$ cat src/rtl/clap_ctrl.sv
// Clap detector controller: feeds samples to an external FIR, tags which FIR
// outputs belong to real samples, and detects single/double claps on them.
//
//   state | meaning
//   IDLE  | waiting for a first clap
//   HOLD1 | ignoring outputs after the first clap
//   WIN   | a further clap in this window counts as a double
//   HOLD2 | ignoring outputs after a double clap
module clap_ctrl #(
  parameter int FIR_LAT = 1,
  parameter int HOLDOFF = 4,
  parameter int WINDOW  = 16
) (
  input  logic       clk,
  input  logic       rst,
  input  logic [7:0] sample_in,
  input  logic       sample_valid,
  output logic       sample_ready,
  output logic [7:0] fir_x,
  input  logic [9:0] fir_data,
  input  logic [9:0] threshold,
  input  logic       clear_count,
  output logic       clap,
  output logic       double_clap,
  output logic [7:0] clap_count,
  output logic       busy
);

  typedef enum logic [1:0] {IDLE, HOLD1, WIN, HOLD2} state_t;

  localparam logic [7:0] HOLD_INIT = 8'(HOLDOFF);
  localparam logic [7:0] WIN_INIT  = 8'(WINDOW);

  state_t             state, state_n;
  logic [7:0]         cnt, cnt_n;
  logic [FIR_LAT-1:0] tags;
  logic               accept, ov, hit;
  logic               clap_n, dbl_n;

  assign sample_ready = ~rst;
  assign accept       = sample_valid & sample_ready;
  assign ov           = tags[FIR_LAT-1];
  assign hit          = ov && (fir_data > threshold);
  assign busy         = (state != IDLE);

  // Sample register (zero-stuffed when nothing is accepted) and valid-tag delay line.
  always_ff @(posedge clk or posedge rst) begin
    if (rst) begin
      fir_x <= 8'd0;
      tags  <= '0;
    end else begin
      fir_x   <= accept ? sample_in : 8'd0;
      tags[0] <= accept;
      for (int i = 1; i < FIR_LAT; i++) tags[i] <= tags[i-1];
    end
  end

  // State, counter and registered pulse outputs.
  always_ff @(posedge clk or posedge rst) begin
    if (rst) begin
      state       <= IDLE;
      cnt         <= 8'd0;
      clap        <= 1'b0;
      double_clap <= 1'b0;
    end else begin
      state       <= state_n;
      cnt         <= cnt_n;
      clap        <= clap_n;
      double_clap <= dbl_n;
    end
  end

  // Next-state logic; only tagged FIR outputs advance the counter.
  always_comb begin
    state_n = state;
    cnt_n   = cnt;
    clap_n  = 1'b0;
    dbl_n   = 1'b0;
    case (state)
      IDLE: begin
        if (hit) begin
          clap_n  = 1'b1;
          cnt_n   = HOLD_INIT;
          state_n = HOLD1;
        end
      end
      HOLD1: begin
        if (ov) begin
          if (cnt == 8'd1) begin
            cnt_n   = WIN_INIT;
            state_n = WIN;
          end else begin
            cnt_n = cnt - 8'd1;
          end
        end
      end
      WIN: begin
        // A hit on the last window slot still wins over the timeout.
        if (hit) begin
          clap_n  = 1'b1;
          dbl_n   = 1'b1;
          cnt_n   = HOLD_INIT;
          state_n = HOLD2;
        end else if (ov) begin
          if (cnt == 8'd1) begin
            cnt_n   = 8'd0;
            state_n = IDLE;
          end else begin
            cnt_n = cnt - 8'd1;
          end
        end
      end
      HOLD2: begin
        if (ov) begin
          if (cnt == 8'd1) begin
            cnt_n   = 8'd0;
            state_n = IDLE;
          end else begin
            cnt_n = cnt - 8'd1;
          end
        end
      end
      default: begin
        cnt_n   = 8'd0;
        state_n = IDLE;
      end
    endcase
  end

  // Saturating clap counter; clear overrides a same-edge increment.
  always_ff @(posedge clk or posedge rst) begin
    if (rst) begin
      clap_count <= 8'd0;
    end else if (clear_count) begin
      clap_count <= 8'd0;
    end else if (clap_n && (clap_count != 8'd255)) begin
      clap_count <= clap_count + 8'd1;
    end
  end

endmodule
$ cat config.mk
export PLATFORM = sky130hd
export DESIGN_NAME = clap_ctrl
export DESIGN_NICKNAME = d
export VERILOG_FILES = /design/src/rtl/clap_ctrl.sv
export SDC_FILE = /design/constraint.sdc
export NUM_CORES = 1
export LEC_CHECK = 0
export CAP_MARGIN = 25
export CORE_MARGIN = 4
export CORE_UTILIZATION = 40
export CTS_CLUSTER_DIAMETER = 200
export DETAILED_ROUTE_END_ITERATION = 7
export PLACE_DENSITY = 0.69
export SYNTH_ARGS = -nofsm -noshare
export SYNTH_HDL_FRONTEND = slang
export SYNTH_SLANG_ARGS = --single-unit
$ cat constraint.sdc
create_clock -name clk -period 2.3 [get_ports clk]
set_input_delay 0.46 -clock clk [delete_from_list [all_inputs] [get_ports clk]]
set_output_delay 0.46 -clock clk [all_outputs]
set_load 0.01 [all_outputs]
# Word-level counts from Yosys, hierarchy flattened

Index checks and enable logic that the tools add are counted.

Register bits: 29
Word-level logic and storage cells: 48
Input port bits: 32
Output and inout bits: 20

Reduce and logical (&&, ||, !) cells: 8
Equality and inequality tests: 8
$lt $le $gt $ge: 1
$add $sub $neg: 2
Bitwise logic cells: 2
Mux-type cells: 20

Operators by type and width:

| operator              | number |
|---|---|
| $mux W8               | 9 |
| $pmux W8 S4           | 1 |
| $mux W2               | 6 |
| $gt A10 B10 Y1        | 1 |
| $add A8 B1 Y8 const B | 1 |
| $eq A8 B1 Y1 const B  | 1 |
| $ne A8 B8 Y1 const B  | 1 |
| $pmux W2 S4           | 1 |
| $sub A8 B1 Y8 const B | 1 |
| $ne A2 B2 Y1 const B  | 3 |
| $eq A2 B2 Y1 const B  | 2 |
| $reduce_bool A2 Y1    | 2 |
| $mux W1               | 3 |
| $reduce_and A3 Y1     | 1 |
| $eq A2 B1 Y1 const B  | 1 |
| $logic_and A1 B1 Y1   | 2 |
| $logic_not A2 Y1      | 1 |
| $reduce_and A2 Y1     | 1 |
| $reduce_or A2 Y1      | 1 |
| $and A1 B1 Y1         | 1 |
| $not A1 Y1            | 1 |

# Longest topological paths before layout

Gate-level depths: netlist of run 1.

Word-level depth: 7
Gate-level depth with buffers: 8
Depth with buffers taken out: 8

# Worst setup path after synthesis of run 1

Ideal clock, no wire load.

Path kind: input port to flip-flop
Start point: in threshold[7]
End point: reg clap_count[3]
Arrival: 1955 ps
Path buffers: 0
Setup time: 128 ps
Required time: 2172 ps
Path slack: 217 ps
Cell stages on the path: 7
Path through: inv_1 -> ha_1 -> nand4_1 -> o311a_1 -> nand2_1 -> nor4b_1 -> mux2_1

Word-level cells in the longest chain between the ends: 6

Ends and longest elaborated chain:

| item                         | RTL line | source |
|---|---|---|
| from (decl)                  | 21       | `input logic [9:0] threshold,` |
| $gt A10 B10 Y1               | 43       | `assign hit = ov && (fir_data > threshold);` |
| $logic_and A1 B1 Y1          | 43       |  |
| $mux W1                      | 81, 99   |  |
| $mux W1                      | -        |  |
| $logic_and A1 B1 Y1          | 136      | `end else if (clap_n && (clap_count != 8'd255)) begin` |
| $reduce_bool A2 Y1 (no line) | -        |  |
| to (signal assigned)         | 137      | `clap_count <= clap_count + 8'd1;` |
| to (decl)                    | 25       | `output logic [7:0] clap_count,` |

No other way between the ends.
A chain may end at the register's enable or synchronous reset.

# Worst setup path after layout of run 1

Start point: in threshold[1]
End point: reg clap_count[5]

The elaborated chain is that of the path after synthesis.

==> results.toml, run 1 <==
[timing]
period_minus_slack_ns = 2.217
hold_viol_final = 0
slew_headroom_pct = 67.11
worst_slew_pin_slew_ns = 0.4923
setup_violations = 0
fmax_mhz = 451.1
min_period_over_period_pct = 96.39
slew_violations = 0
finalClockSkew_ns = 0.007965

[final_layout]
nets = 294
drive_gt1_share_pct = 21.69
area.sequential_sq_um = 725.7
fin_cells = 301
antenna_cells = 0
fillers = 365
syn_to_final_growth_pct = 52.62
multi_input_area_sq_um = 1157

[worst_setup_path]
cp-start-kind = "input pin"
crit_family = "buffers and inverters"
cpPeakStageDelay_ns = 0.45
worstSetupPathType = "input pin to flop"
worst_ep_arrival_time_ns = 2.37
slowest_stage = "clkdlybuf4s50_1"
cp_cell_sequence = "clkdlybuf4s50_1 -> inv_1 -> ha_4 -> nand2b_1 -> a211oi_4 -> a2111oi_4 -> buf_4 -> nor4_4 -> mux2_2"
cp-end-kind = "flop"
crit_fanout = 5
crit_buf_inv = 3
worstPathRequired_ns = 2.46

[synthesis]
ys_seq_area_share_pct = 40.53
synthArstFlopShare_pct = 100.0
synth_common_cells = "dfrtp_1, inv_1, ha_1"
synth_area_leaders = "dfrtp_1, ha_1, inv_1"
postSynthAreaPerCell_sq_um = 9.626
ys.flop_type = "dfrtp_1"
syn_nets = 231
synth_top_family_by_area = "simple AND/OR/NAND/NOR gates"
synth_mux_area_share_pct = 4.193
yosysUniqueCellTypes = 52
yosysMostFrequentCell = "dfrtp_1"
yosys_warnings = 0
yosysTopAreaCellShare_pct = 40.53
synth_simple_gate_area_share_pct = 24.53
synth-compound-area-share_pct = 16.70
synth-seq-cells = 29
yosys.area_share.adder_pct = 9.085
yosysTopAreaCell = "dfrtp_1"
synth-edff-count = 0
synth_cells = 186
netlist_area_sq_um = 1790
synth-xor-area-share_pct = 0

[clock_tree]
clock_latency_ns = 0.28
cts.clk_slew.worst_paths_ns = 0.07
hold_buffers = 0
clock_path_buffers = 2
tritoncts = "done"
cts-root-buf = "clkbuf_8"
clock_sinks = 29
htreeDepth = 2
cts_buffers = 5

[global_routing]
grt-ovfl-total = 0
grt_pass1_vias = 1671
grt_max_degree = 30
grt_pass1_wl_microns = 7307
grt.total_usage_pct = 16.79
antenna_found_initial = 0

[routing]
firstDrtPassIters = 4
vias_per_cell = 5.365
postRouteAntennaNets = 0
drc = 0
dr.first_iter.drc_count = 123
wl_per_cell_microns = 14.59
route.final.wire_length_microns = 4391
num_vias = 1615

[placement]
dp.cells = 292
place.detailed.hpwl_microns = 3123
port_buffers = 51
gp_congestion = 0.8271

[floorplanning]
num_io_pins = 52
die_y_microns = 74.91
initial_core_util_pct = 41.12
die_w_microns = 74.91
core_area_sq_um = 4354
die-area_sq_um = 5611
fp-row-count = 24

[power_and_ir_drop]
p_per_area_nw_per_um2 = 655.0
switchingPower_mw = 0.6191
comb_power_share_pct = 37.5
internal_power_mw = 1.171
p_leak_nw = 1.286
power_frac_seq_pct = 39.1
p_sw_share_pct = 34.59
peakVddDrop_uv = 410.6
finalPower_mw = 1.790
clkPwrFrac_pct = 23.4

[run_status]
outcome = "completed"

[min_path]
min_path_type = "flop to flop"

[flow_run]
drv_cap = 0
-- through the flow --
step / setup TNS (ns) / util, % / area [sq um] / hold slack (ns) / worst slack, ns
CTS: -0.03710 / 58.76 / 2559 / 0.5942 / -0.02225
floorplan: 0 / - / 1790 / 0.5369 / 0.2171
global placement: -5.038 / 55.14 / 2401 / 0.5701 / -0.3318
detailed placement: -5.489 / 55.14 / 2401 / 0.5796 / -0.3907
finish: 0 / 62.76 / 2733 / 0.6019 / 0.08311
global route: -0.002328 / 62.76 / 2733 / 0.6370 / -0.001663
-- worst paths after layout --
kind,start,to,slack [ns],cells after the start
setup / recovery,threshold[1],clap_count[5]$_DFFE_PP0P_,0.08,9
hold / removal,state[0]$_DFFE_PP0P_,state[0]$_DFFE_PP0P_,0.60,1
setup reg to reg,cnt[0]$_DFFE_PP0P_,cnt[4]$_DFFE_PP0P_,0.39,7
hold reg to reg,state[0]$_DFFE_PP0P_,state[0]$_DFFE_PP0P_,0.60,1
max in group asynchronous,rst,cnt[6]$_DFFE_PP0P_,1.34,3
min in group asynchronous,rst,clap_count[6]$_DFFE_PP0P_,0.70,3
-- registers in the layout (all words and copies together) (netlist names) --
| signal | flops |
|---|---|
| cnt | 8 |
| ov | 1 |
| state | 2 |
| fir_x | 8 |
| clap_count | 8 |
| double_clap | 1 |
| clap | 1 |
-- area by class of cell --
cell class              instances  share of cell area (%)
inverters                      19                   2.793
clock buffers                   7                   3.159
well taps                      52                   2.381
multi-input cells             134                   42.35
flip-flops and latches         29                   26.56
repair buffers                 60                   22.76
-- layout by cell type, fill, tap and decap left out, types with 2 or more instances in the layout --
cell | synthesis | final
buf_4 | 0 | 8
ha_1 | 13 | 5
nand2b_1 | 3 | 3
nor3_1 | 6 | 5
a31oi_1 | 3 | 3
mux2i_1 | 3 | 3
inv_1 | 18 | 11
a2111o_1 | 2 | 2
nand2_2 | 1 | 2
mux2_2 | 2 | 2
or3_1 | 3 | 3
nand2_1 | 12 | 11
dfrtp_1 | 29 | 29
dlymetal6s2s_1 | 0 | 16
mux2_1 | 2 | 2
a21oi_2 | 0 | 2
clkdlybuf4s50_1 | 0 | 35
nor2_2 | 0 | 2
and3_1 | 4 | 4
clkbuf_8 | 0 | 6
a211oi_1 | 2 | 2
nand4_1 | 3 | 3
and2_1 | 9 | 9
nor2_1 | 8 | 6
o22ai_1 | 4 | 4
o21ai_0 | 5 | 5
nand3_1 | 6 | 6
ha_4 | 0 | 8
a21oi_1 | 8 | 5
inv_2 | 1 | 7
nor2b_1 | 7 | 7
nor4b_2 | 1 | 2
-- worst register-to-register path, stage by stage (launching register included) --
cell,delay (ns)
dfrtp_1,0.43
inv_1,0.10
ha_1,0.25
nand2b_4,0.09
or4b_1,0.51
a211oi_1,0.25
a21oi_1,0.06
o22ai_1,0.13
-- layer usage --
layer / routed length, microns / part of all wire, % / global-route usage (%)
met5: 0 / 0 / 0
met4: 27 / 0.61 / 3.953
met3: 256 / 5.8 / 5.474
met2: 2222 / 51 / 28.92
met1: 1885 / 43 / 20.33
-- kinds of logic (layout without fill, tap and decap cells) --
kind of cell | Yosys count | count (layout)
buf+inv | 23 | 86
compound gates | 39 | 39
flops | 29 | 29
simple gates | 75 | 75
mux | 7 | 7
fa+ha+maj | 13 | 13
-- power groups by stage --
| stage | sequential (mW) | clock (mW) | combinational [mW] |
|---|---|---|---|
| after global routing | 0.721 | 0.453 | 0.760 |
| after detailed placement | 0.708 | 0 | 0.617 |
| final | 0.700 | 0.418 | 0.672 |
| after CTS | 0.698 | 0.435 | 0.638 |
| after global placement | 0.704 | 0 | 0.613 |
| after floorplan | 0.681 | 0 | 0.433 |
-- timing repair --
action,in CTS,in global routing
resized for setup,12,37
setup buffers,1,1
setup endpoints to repair,8,18
pin swaps,9,13
Power figures use the tool's default switching activity.
==> run 2: changes to the inputs <==
Settings changed: CORE_UTILIZATION 40 to 43, PLACE_DENSITY 0.69 to 0.76.
Clock period 2.3 ns to 1.8 ns, I/O delays scaled along.
==> run 2 against run 1 <==
  * The flow now finishes with violations (negative setup slack)
  * Utilization rose by 10 points
  * Non-clock buffer count rose by 18
  * Worst hold slack got worse by 0.022 ns
  * Sequential share of layout area fell by 1.8 points
  * Sequential power rose by 23%
  * Critical endpoint is now clap_count[0]$_DFFE_PP0P_
  * Largest cell class unchanged
  * Largest power group is now combinational cells
==> results.toml, run 2 (same netlist as run 1, synthesis figures left out) <==
[worst_setup_path]
crit_buf_inv = 2
cp-start-kind = "input pin"
crit_family = "compound AO/OA/AOI/OAI gates"
cp-end-kind = "flop"
cpPeakStageDelay_ns = 0.40
worstPathRequired_ns = 1.96
crit_fanout = 6
worst_ep_arrival_time_ns = 1.98
slowest_stage = "o311a_4"
worstSetupPathType = "input pin to flop"
cp_cell_sequence = "buf_2 -> ha_4 -> nand4_1 -> buf_4 -> o311a_4 -> nand2_4 -> nor2_1 -> mux2_1"

[final_layout]
nets = 313
antenna_cells = 0
area.sequential_sq_um = 725.7
reg_top3 = "clap_count: 8 flops, cnt: 8 flops, fir_x: 8 flops"
fillers = 289
design_area_sq_um = 2929
drive_gt1_share_pct = 38.29
utilization_pct = 73.22
syn_to_final_growth_pct = 63.59
multi_input_area_sq_um = 1222
final_cell_mix = "dfrtp_1, clkdlybuf4s50_1, buf_4"

[routing]
firstDrtPassIters = 4
dr.first_iter.drc_count = 110
route.final.wire_length_microns = 4791
drc = 0
vias_per_cell = 5.492
postRouteAntennaNets = 0
wl_per_cell_microns = 15.02
num_vias = 1752

[clock_tree]
cts_buffers = 5
clock_sinks = 29
htreeDepth = 2
tritoncts = "done"
hold_buffers = 0
clock_path_buffers = 2
cts.clk_slew.worst_paths_ns = 0.07
cts-root-buf = "clkbuf_8"
clock_latency_ns = 0.28

[power_and_ir_drop]
p_per_area_nw_per_um2 = 956.2
p_sw_share_pct = 33.52
finalPower_mw = 2.801
peakVddDrop_uv = 705.6
clkPwrFrac_pct = 24.9
internal_power_mw = 1.862
p_leak_nw = 1.288
comb_power_share_pct = 44.5
power_frac_seq_pct = 30.6
switchingPower_mw = 0.9389

[global_routing]
grt-ovfl-total = 0
grt.total_usage_pct = 18.58
grt_pass1_wl_microns = 7693
antenna_found_initial = 0
grt_pass1_vias = 1726
grt_max_degree = 30

[floorplanning]
die-area_sq_um = 5261
die_y_microns = 72.53
fp-row-count = 23
die_w_microns = 72.53
core_area_sq_um = 4000
initial_core_util_pct = 44.76
num_io_pins = 52

[placement]
placed_area_sq_um = 2625
place.detailed.hpwl_microns = 3331
port_buffers = 51
gp_congestion = 0.8609

[timing]
slew_headroom_pct = 67.40
finalClockSkew_ns = 0.006167
worst_slew_pin_slew_ns = 0.4890
setup_ws_ns = -0.02016
min_period_over_period_pct = 101.1
holdWs_ns = 0.5798
fmax_mhz = 549.4
setup_violations = 3
rsz0062_at_grt = "yes"
period_minus_slack_ns = 1.820
slew_violations = 0
hold_viol_final = 0

[flow_run]
drv_cap = 0

[run_status]
violations = "negative setup slack"
outcome = "finished with violations"

[min_path]
min_path_type = "input pin to asynchronous set/reset pin"
-- run 2: path summary, 6_finish.rpt --
check | depth (start not counted) | from | endpoint | slack (ns)
max | 8 | fir_data[3] | clap_count[0]$_DFFE_PP0P_ | -0.02
min | 3 | rst | state[1]$_DFFE_PP0P_ | 0.58
max reg2reg | 6 | clap_count[1]$_DFFE_PP0P_ | clap_count[3]$_DFFE_PP0P_ | 0.07
min reg2reg | 2 | clap_count[1]$_DFFE_PP0P_ | clap_count[1]$_DFFE_PP0P_ | 0.59
max in group asynchronous | 3 | rst | fir_x[4]$_DFF_PP0_ | 0.94
min in group clk | 2 | clap_count[1]$_DFFE_PP0P_ | clap_count[1]$_DFFE_PP0P_ | 0.59
-- run 2: tightest hold or removal path, delay by kind of cell --
kind / cells / cell delay [ns]
buf+inv: 3 / 0.91
-- run 2: area by class of cell --
| class | count | share of cell area [%] |
|---|---|---|
| inverter | 19 | 3.460 |
| clock inverter | 1 | 1.025 |
| timing repair inverter | 1 | 0.1709 |
| clock buffer | 7 | 2.947 |
| timing repair buffer | 78 | 23.75 |
| multi-input combinational | 134 | 41.73 |
| tap | 50 | 2.136 |
| sequential | 29 | 24.78 |
-- run 2: per-stage QoR --
stage / setup TNS, ns / setup slack (ns) / std cells
finish: -0.04359 / -0.02016 / 319
global placement: -13.05 / -0.7379 / 304
detailed placement: -14.84 / -0.8518 / 304
floorplan: -0.1140 / -0.06104 / 186
CTS: 0 / 0.0001359 / 313
global route: -0.4957 / -0.08582 / 319
-- run 2: per-layer routing --
metal	wire [microns]	vias to the layer above	share of wire [%]	global-route usage [%]
met3	342	13	7.1	4.017
met1	2010	830	42	24.41
li1	-	839	-	-
met4	73	0	1.5	5.533
met2	2364	70	49	30.66
met5	0	-	0	0
-- run 2: what timing repair did --
action	CTS	global route
pin swaps	18	9
gates resized for setup	98	19
buffers inserted	1	5
setup endpoints to repair	22	15
endpoints found under the hold margin	0	0
cloned	0	1
-- run 2: power by group through the flow --
stage                     clock [mW]  combinational (mW)  sequential (mW)
after global routing           0.736                1.38            0.873
after CTS                      0.711                1.08            0.843
after floorplan                    0               0.585            0.870
final                          0.697                1.25            0.858
after detailed placement           0                1.05            0.855
after global placement             0                1.04            0.851
==> run 3: changes to the inputs <==
Settings changed: RECOVER_POWER from default to 50, SKIP_CTS_REPAIR_TIMING from default to 1.
==> run 3 against run 2 <==
  * The run still ends with negative setup slack left
  * Flip-flop and latch count is the same
  * Utilization grew 0.16 points
  * Critical path depth grew 1
  * Sequential power is essentially flat
  * Clock power grew 0.7%
  * Cell count shrank 0.31%
  * Register-to-register slack is essentially flat
  * Via count shrank 1.7%
  * Global-route usage shrank 0.47 points
  * Worst hold slack lost 0.013 ns
  * Worst setup slack lost 0.011 ns
  * Sequential share of layout area is essentially flat
  * Critical path type unchanged
  * Largest power group unchanged
  * Highest routed layer unchanged
==> results.toml, run 3 (same netlist as run 1, synthesis figures left out) <==
[run_status]
outcome = "finished with violations"
violations = "negative setup slack"

[routing]
wl_per_cell_microns = 14.72
vias_per_cell = 5.415
num_vias = 1722
drc = 0
dr.first_iter.drc_count = 95
postRouteAntennaNets = 0
firstDrtPassIters = 4
route.final.wire_length_microns = 4681

[flow_run]
drv_cap = 0

[worst_setup_path]
reg2reg_from = "clap_count[1]$_DFFE_PP0P_"
timing.rr.end = "clap_count[5]$_DFFE_PP0P_"
cpPeakStageDelay_ns = 0.39
crit_fanout = 6
crit_start = "threshold[2]"
crit_buf_inv = 3
slowest_stage = "o311a_4"
cp_cell_sequence = "clkbuf_2 -> inv_2 -> ha_4 -> nand4_1 -> buf_4 -> o311a_4 -> nand2_2 -> nor4b_2 -> mux2_1"
cp-start-kind = "input pin"
r2r_slack_ns = 0.06
worst_ep_arrival_time_ns = 1.99
cp-end-kind = "flop"
reg2reg_depth = 6
worstPathRequired_ns = 1.96
crit_family = "compound AO/OA/AOI/OAI gates"
worstSetupPathType = "input pin to flop"

[min_path]
holdPathEnd = "state[0]$_DFFE_PP0P_"
hold_depth = 1
hold_start = "state[0]$_DFFE_PP0P_"
min_path_type = "flop to flop"

[final_layout]
drive_gt1_share_pct = 39.55
design_area_sq_um = 2935
fillers = 294
reg_top3 = "clap_count: 8 flops, cnt: 8 flops, fir_x: 8 flops"
final_cell_mix = "dfrtp_1, clkdlybuf4s50_1, buf_4"
syn_to_final_growth_pct = 63.94
antenna_cells = 0
nets = 312

[clock_tree]
clock_path_buffers = 2
tritoncts = "done"
cts_buffers = 5
clock_latency_ns = 0.28
cts-root-buf = "clkbuf_8"
cts.clk_slew.worst_paths_ns = 0.06
clock_sinks = 29
htreeDepth = 2

[placement]
place.detailed.hpwl_microns = 3331
gp_congestion = 0.8609
port_buffers = 51
placed_area_sq_um = 2625

[timing]
hold_viol_final = 0
rsz0062_at_grt = "yes"
min_period_over_period_pct = 101.7
fmax_mhz = 546.2
setup_ws_ns = -0.03075
slew_violations = 0
finalClockSkew_ns = 0.006254
setup_violations = 2
worst_slew_pin_slew_ns = 0.7240
slew_headroom_pct = 51.73
period_minus_slack_ns = 1.831

[floorplanning]
num_io_pins = 52
die_w_microns = 72.53
core_area_sq_um = 4000
die_y_microns = 72.53
initial_core_util_pct = 44.76
die-area_sq_um = 5261
fp-row-count = 23

[global_routing]
grt_pass1_wl_microns = 7541
grt_pass1_vias = 1714
grt-ovfl-total = 0
grt.total_usage_pct = 18.11
antenna_found_initial = 0
grt_max_degree = 30

[power_and_ir_drop]
peakVddDrop_uv = 704.6
finalPower_mw = 2.818
p_per_area_nw_per_um2 = 960.0
p_leak_nw = 1.317
==> run 3: cell types whose count changed in the layout (fill, tap and decap cells not counted), sizes merged <==
cell	change
inv	+1
buf	-9
clkdlybuf4s50	-1
clkinv	-2
clkdlybuf4s15	-2
dlygate4sd3	+1
clkbuf	+9
dlymetal6s2s	+6
dlygate4sd2	-4
==> run 3: power by group <==
group          total (mW)  internal [mW]  switching [mW]
Clock               0.702          0.451           0.251
Combinational        1.26          0.661           0.595
Sequential          0.860          0.757           0.103
Total                2.82           1.87           0.949
==> run 3: routing by layer <==
layer	vias to the layer above	GRT usage [%]	wire length (microns)	share of wire [%]
met5	-	0	0	0
met4	0	5.533	55	1.2
met3	6	4.017	315	6.7
met2	65	29.16	2269	48
met1	812	24.30	2040	44
li1	839	-	-	-
==> run 3: worst max-delay path by stage <==
stage | to | slack [ns] | cells past startpoint
floorplan | clap_count[0]$_DFFE_PP0P_ | -0.06 | 6
global placement | clap_count[5]$_DFFE_PP0P_ | -0.74 | 8
detailed placement | clap_count[5]$_DFFE_PP0P_ | -0.85 | 8
CTS | clap_count[5]$_DFFE_PP0P_ | -0.56 | 8
global route | clap_count[3]$_DFFE_PP0P_ | -0.10 | 8
finish | clap_count[3]$_DFFE_PP0P_ | -0.03 | 9
==> run 3: cell type report <==
cell class	instances	area (sq um)	share of cell area [%]
repair buffers	78	699.4	23.83
multi-input cells	134	1229	41.86
inverters	19	101.3	3.453
well taps	50	62.56	2.131
clock inverters	1	30.03	1.023
clock buffers	7	86.33	2.941
flip-flops and latches	29	726.9	24.77
==> run 3: per-stage QoR <==
step	setup WS (ns)	setup TNS, ns	hold WS (ns)	util (%)	instances
detailed placement	-0.8518	-14.84	0.5836	65.62	304
finish	-0.03075	-0.05139	0.5665	73.38	318
floorplan	-0.06104	-0.1140	0.4731	-	186
global placement	-0.7379	-13.05	0.5817	65.62	304
CTS	-0.5587	-9.259	0.5874	68.53	312
global route	-0.1033	-0.3326	0.5970	73.38	318
